$ cat config.mk
export PLATFORM = sky130hd
export DESIGN_NAME = timer_1us_tick
export DESIGN_NICKNAME = d
export VERILOG_FILES = /design/src/rtl/timer_1us_tick.sv
export SDC_FILE = /design/constraint.sdc
export NUM_CORES = 1
export LEC_CHECK = 0
export ABC_AREA = 0
export BUFFER_PORTS_ARGS = -buffer_cell sky130_fd_sc_hd__buf_2
export CORE_AREA = 4 4 41 43
export DETAILED_ROUTE_END_ITERATION = 6
export DIE_AREA = 0 0 45 47
export PLACE_DENSITY = 0.42
export REMOVE_ABC_BUFFERS = 1
export SLEW_MARGIN = 20
export SYNTH_ARGS = -nofsm -noshare
export SYNTH_HDL_FRONTEND = slang
export SYNTH_SLANG_ARGS = --single-unit
$ cat constraint.sdc
create_clock -name i_clk_25MHz -period 1 [get_ports i_clk_25MHz]
set_input_delay 0 -clock i_clk_25MHz [delete_from_list [all_inputs] [get_ports i_clk_25MHz]]
set_output_delay 0 -clock i_clk_25MHz [all_outputs]
set_load 0.1 [all_outputs]
$ cat src/rtl/timer_1us_tick.sv
// Free-running tick generator: a one-cycle o_q pulse every SPEED microseconds,
// derived from a CLK_PER_US prescaler. Define TIMER_1US_TICK_ASSERT_EN to compile in checks.
module timer_1us_tick #(
    parameter int SPEED      = 1,
    parameter int CLK_PER_US = 25
) (
    input  logic i_clk_25MHz,
    input  logic i_reset,
    output logic o_q
);

    localparam int PRE_W = (CLK_PER_US > 1) ? $clog2(CLK_PER_US) : 1;
    localparam int US_W  = (SPEED > 1) ? $clog2(SPEED) : 1;
    localparam logic [PRE_W-1:0] PRE_LAST = PRE_W'(CLK_PER_US - 1);
    localparam logic [US_W-1:0]  US_LAST  = US_W'(SPEED - 1);

    logic [PRE_W-1:0] r_pre;
    logic [US_W-1:0]  r_us;
    logic             r_q_p1;

    logic             w_pre_last;
    logic             w_terminal;
    logic [PRE_W-1:0] w_pre_nxt;
    logic [US_W-1:0]  w_us_nxt;

    // Out-of-range counter values fall back to 0 rather than running on.
    always_comb begin
        w_pre_last = (r_pre == PRE_LAST);
        w_terminal = w_pre_last && (r_us == US_LAST);

        w_pre_nxt = r_pre + PRE_W'(1);
        if (w_pre_last || (r_pre > PRE_LAST)) begin
            w_pre_nxt = '0;
        end

        w_us_nxt = r_us;
        if (r_us > US_LAST) begin
            w_us_nxt = '0;
        end else if (w_pre_last) begin
            w_us_nxt = (r_us == US_LAST) ? '0 : (r_us + US_W'(1));
        end
    end

    // Stage p1: counters and the registered tick
    always_ff @(posedge i_clk_25MHz or posedge i_reset) begin
        if (i_reset) begin
            r_pre  <= '0;
            r_us   <= '0;
            r_q_p1 <= 1'b0;
        end else begin
            r_pre  <= w_pre_nxt;
            r_us   <= w_us_nxt;
            r_q_p1 <= w_terminal;
        end
    end

    assign o_q = r_q_p1;

`ifdef TIMER_1US_TICK_ASSERT_EN
    if (SPEED < 1) begin : g_bad_speed
        $error("timer_1us_tick: SPEED must be >= 1");
    end
    if (CLK_PER_US < 1) begin : g_bad_clk
        $error("timer_1us_tick: CLK_PER_US must be >= 1");
    end

    a_pre_range: assert property (@(posedge i_clk_25MHz) disable iff (i_reset)
        r_pre <= PRE_LAST);
    a_us_range: assert property (@(posedge i_clk_25MHz) disable iff (i_reset)
        r_us <= US_LAST);
    a_q_on_terminal: assert property (@(posedge i_clk_25MHz) disable iff (i_reset)
        $rose(r_q_p1) |-> $past(w_terminal));

    if ((SPEED * CLK_PER_US) > 1) begin : g_single_cycle
        a_q_one_wide: assert property (@(posedge i_clk_25MHz) disable iff (i_reset)
            r_q_p1 |=> !r_q_p1);
    end
`else
`endif

endmodule

==> metrics.md <==
| Metric | Value |
|---|---|
| Mapped Area | 265 um^2 |
| Via density | 3.91 |
| MaxCap Viol Count | 0 |
| H-tree depth | 1 |
| Worst-skew pair later-pin latency | 0.25 ns |
| Die X | 45 um |
| Most frequent cells after synthesis | dfrtp_1, inv_1, a21oi_1, ha_1 |
| Syn-to-layout area delta | 31.6% |
| Fin. Hold Viols | 0 |
| Seq pwr share | 50.5% |
| Layout cells sized above 1 | 27.6% |
| Max transition margin | 84.7% |
| DR WL/cell | 10.5 um |
| Arr. time, crit path | 1.11 ns |
| Gr usage total | 5.89% |
| Pin count of the biggest net entering global routing | 8 |
| Sinks on Clock Net | 6 |
| Clock Power Share | 47.5% |
| Sequential cell area fraction in the yosys report | 56.6% |
| Peak VDD IR | 0.505 mV |
| N_diodes | 0 |
| Post-DP HPWL | 319 um |
| Total internal power | 0.384 mW |
| Final #Nets | 35 |
| Worst hold slack | 0.207 ns |
| Clock skew | 0.00603 ns |
| Synth async-reset ratio | 100% |
| Final Max Tran Viols | 0 |
| Yosys cell types | 13 |
| Top post-synthesis cells by area | dfrtp_1, ha_1, and4b_2, inv_1, a21oi_1 |
| Synthesized instance count | 22 |
| P_leak | 0.158 nW |
| Post-DP Area | 309 um^2 |
| Critical path class | reg2reg |
| Final Wtd Congestion | 0.723 |
| Fin util | 26.8% |
| CP endpoint kind | register |
| DR iter-0 viols | 5 |
| Non-filler cells, final | 44 |
| Count leader, synth | dfrtp_1 |
| Max Root-Sink Buffers | 2 |
| Final min period | 0.982 ns |
| Routed WL | 462 um |
| # rows | 13 |
| Vias in the first global route | 148 |
| Period utilization | 98.2% |
| GR Overflow Total | 0 |
| Syn Area/Cell | 12.1 um^2 |
| Num CTS Buffers | 3 |
| First-pass GRT wire length | 710 um |
| Num ports | 3 |
| CTS clk-pin slew, worst paths | 0.05 ns |
| Vias | 172 |
| Crit path required time | 1.13 ns |
| CTS Root Cell | clkbuf_4 |
| DR pass1 iterations | 2 |
| Switching fraction of total power | 20.4% |
| EDFF count, synth | 0 |
| Synth top area share | 56.6% |
| Initial antenna violation count | 0 |
| Port Buffers | 2 |
| Final setup violation count | 0 |
| Comb pwr share | 2.0% |
| FMAX | 1020 MHz |
| RSZ-0062 raised after global routing | yes |
| Worst Max-Slew Pin Slew | 0.229 ns |
| Top FF cell, synth | dfrtp_1 |
| TritonCTS clock tree | done |
| Die height | 47 um |
| Yosys reg bits | 6 |
| Core Box Area | 0.00130 mm^2 |
| Status | finished, final reports clean |
| Crit start category | register |
| Starting Density | 20.4% |
| CP Max Fanout | 4 |
| Fin area | 349 um^2 |
| Placed insts | 39 |
| Die area | 0.00212 mm^2 |
| P per Cell Area | 1380 mW/mm^2 |
| Worst Reg2Reg Path Length in Cells | 3 |
| # DRC | 0 |
| DRT antenna net count | 0 |
| Switching power | 0.0983 mW |
| Hold crit path type | in2async |
| Area leader, netlist | dfrtp_1 |
| Synth warnings | 0 |
## registers in the layout, indices dropped and copies added (netlist names)
signal and cells:
r_pre 5, o_q 1
## layout make-up
type	count	area, um^2
fillers	150	952
flip-flops and latches	6	150
inverters	3	11.3
repair buffers	4	42.5
clock buffers	3	22.5
well taps	15	18.8
multi-input cells	13	104
## critical path, stage by stage, from the launching register on
cell and delay, ns:
dfrtp_1 0.39, inv_1 0.06, ha_1 0.28, a21boi_1 0.13
## metal layers
layer	GRT usage (%)	vias up	wire length, um	share of wire, %
met2	5.08	6	190	41
met4	10.5	0	31	6.7
met1	6.73	74	207	45
met3	3.45	5	33	7.1
li1	-	87	-	-
met5	0	-	0	0
## worst paths after layout
kind                                          from                  to  slack, ns
min in group i_clk_25MHz        r_pre[4]$_DFF_PP0_  r_pre[0]$_DFF_PP0_       0.53
worst min register to register  r_pre[4]$_DFF_PP0_  r_pre[0]$_DFF_PP0_       0.53
worst min-delay path                       i_reset       o_q$_DFF_PP0_       0.21
max in group asynchronous                  i_reset  r_pre[4]$_DFF_PP0_       0.60
worst max register to register  r_pre[0]$_DFF_PP0_  r_pre[1]$_DFF_PP0_       0.02
worst max-delay path            r_pre[0]$_DFF_PP0_  r_pre[1]$_DFF_PP0_       0.02
## power by group through the flow
stage / registers, mW / clock network, mW / logic [mW]
floorplan: 0.247 / 0 / 0.00387
global placement: 0.247 / 0 / 0.00712
detailed placement: 0.247 / 0 / 0.00729
CTS: 0.243 / 0.240 / 0.0104
global route: 0.243 / 0.261 / 0.0114
finish: 0.243 / 0.229 / 0.00957
## logic make-up after synthesis
logic type	share of synthesized area (%)
compound gates	9.91
xor+xnor	3.30
fa+ha+maj	9.43
buf+inv	4.24
flops	56.6
mux	3.77
simple gates	12.7
## through the flow
step | power (mW) | worst slack [ns] | setup TNS [ns]
2_1_floorplan | 0.251 | 0.0830 | 0
3_3_place_gp | 0.254 | 0.0502 | 0
3_5_place_dp | 0.255 | 0.0285 | 0
4_1_cts | 0.494 | 0.0192 | 0
5_1_grt | 0.515 | -0.0343 | -0.0343
6_report | 0.482 | 0.0176 | 0
## placed cells by master (no fill, tap or decap)
master	count
a21boi_1	1
a21oi_1	2
and4b_2	1
buf_12	1
buf_2	1
buf_4	1
clkbuf_4	3
dfrtp_1	6
dlygate4sd3_1	1
ha_1	2
inv_1	3
mux2i_1	1
nand2_1	1
nand2b_1	1
nand3_1	1
o21ai_2	1
or2b_1	1
xnor2_1	1
## what timing repair did
action	CTS	global route
hold buffers	1	0
resized for setup	0	1
endpoints found under the hold margin	6	0
setup endpoints to repair	0	1
setup buffers	0	1
Note: power is estimated with default switching activity, not from simulation.
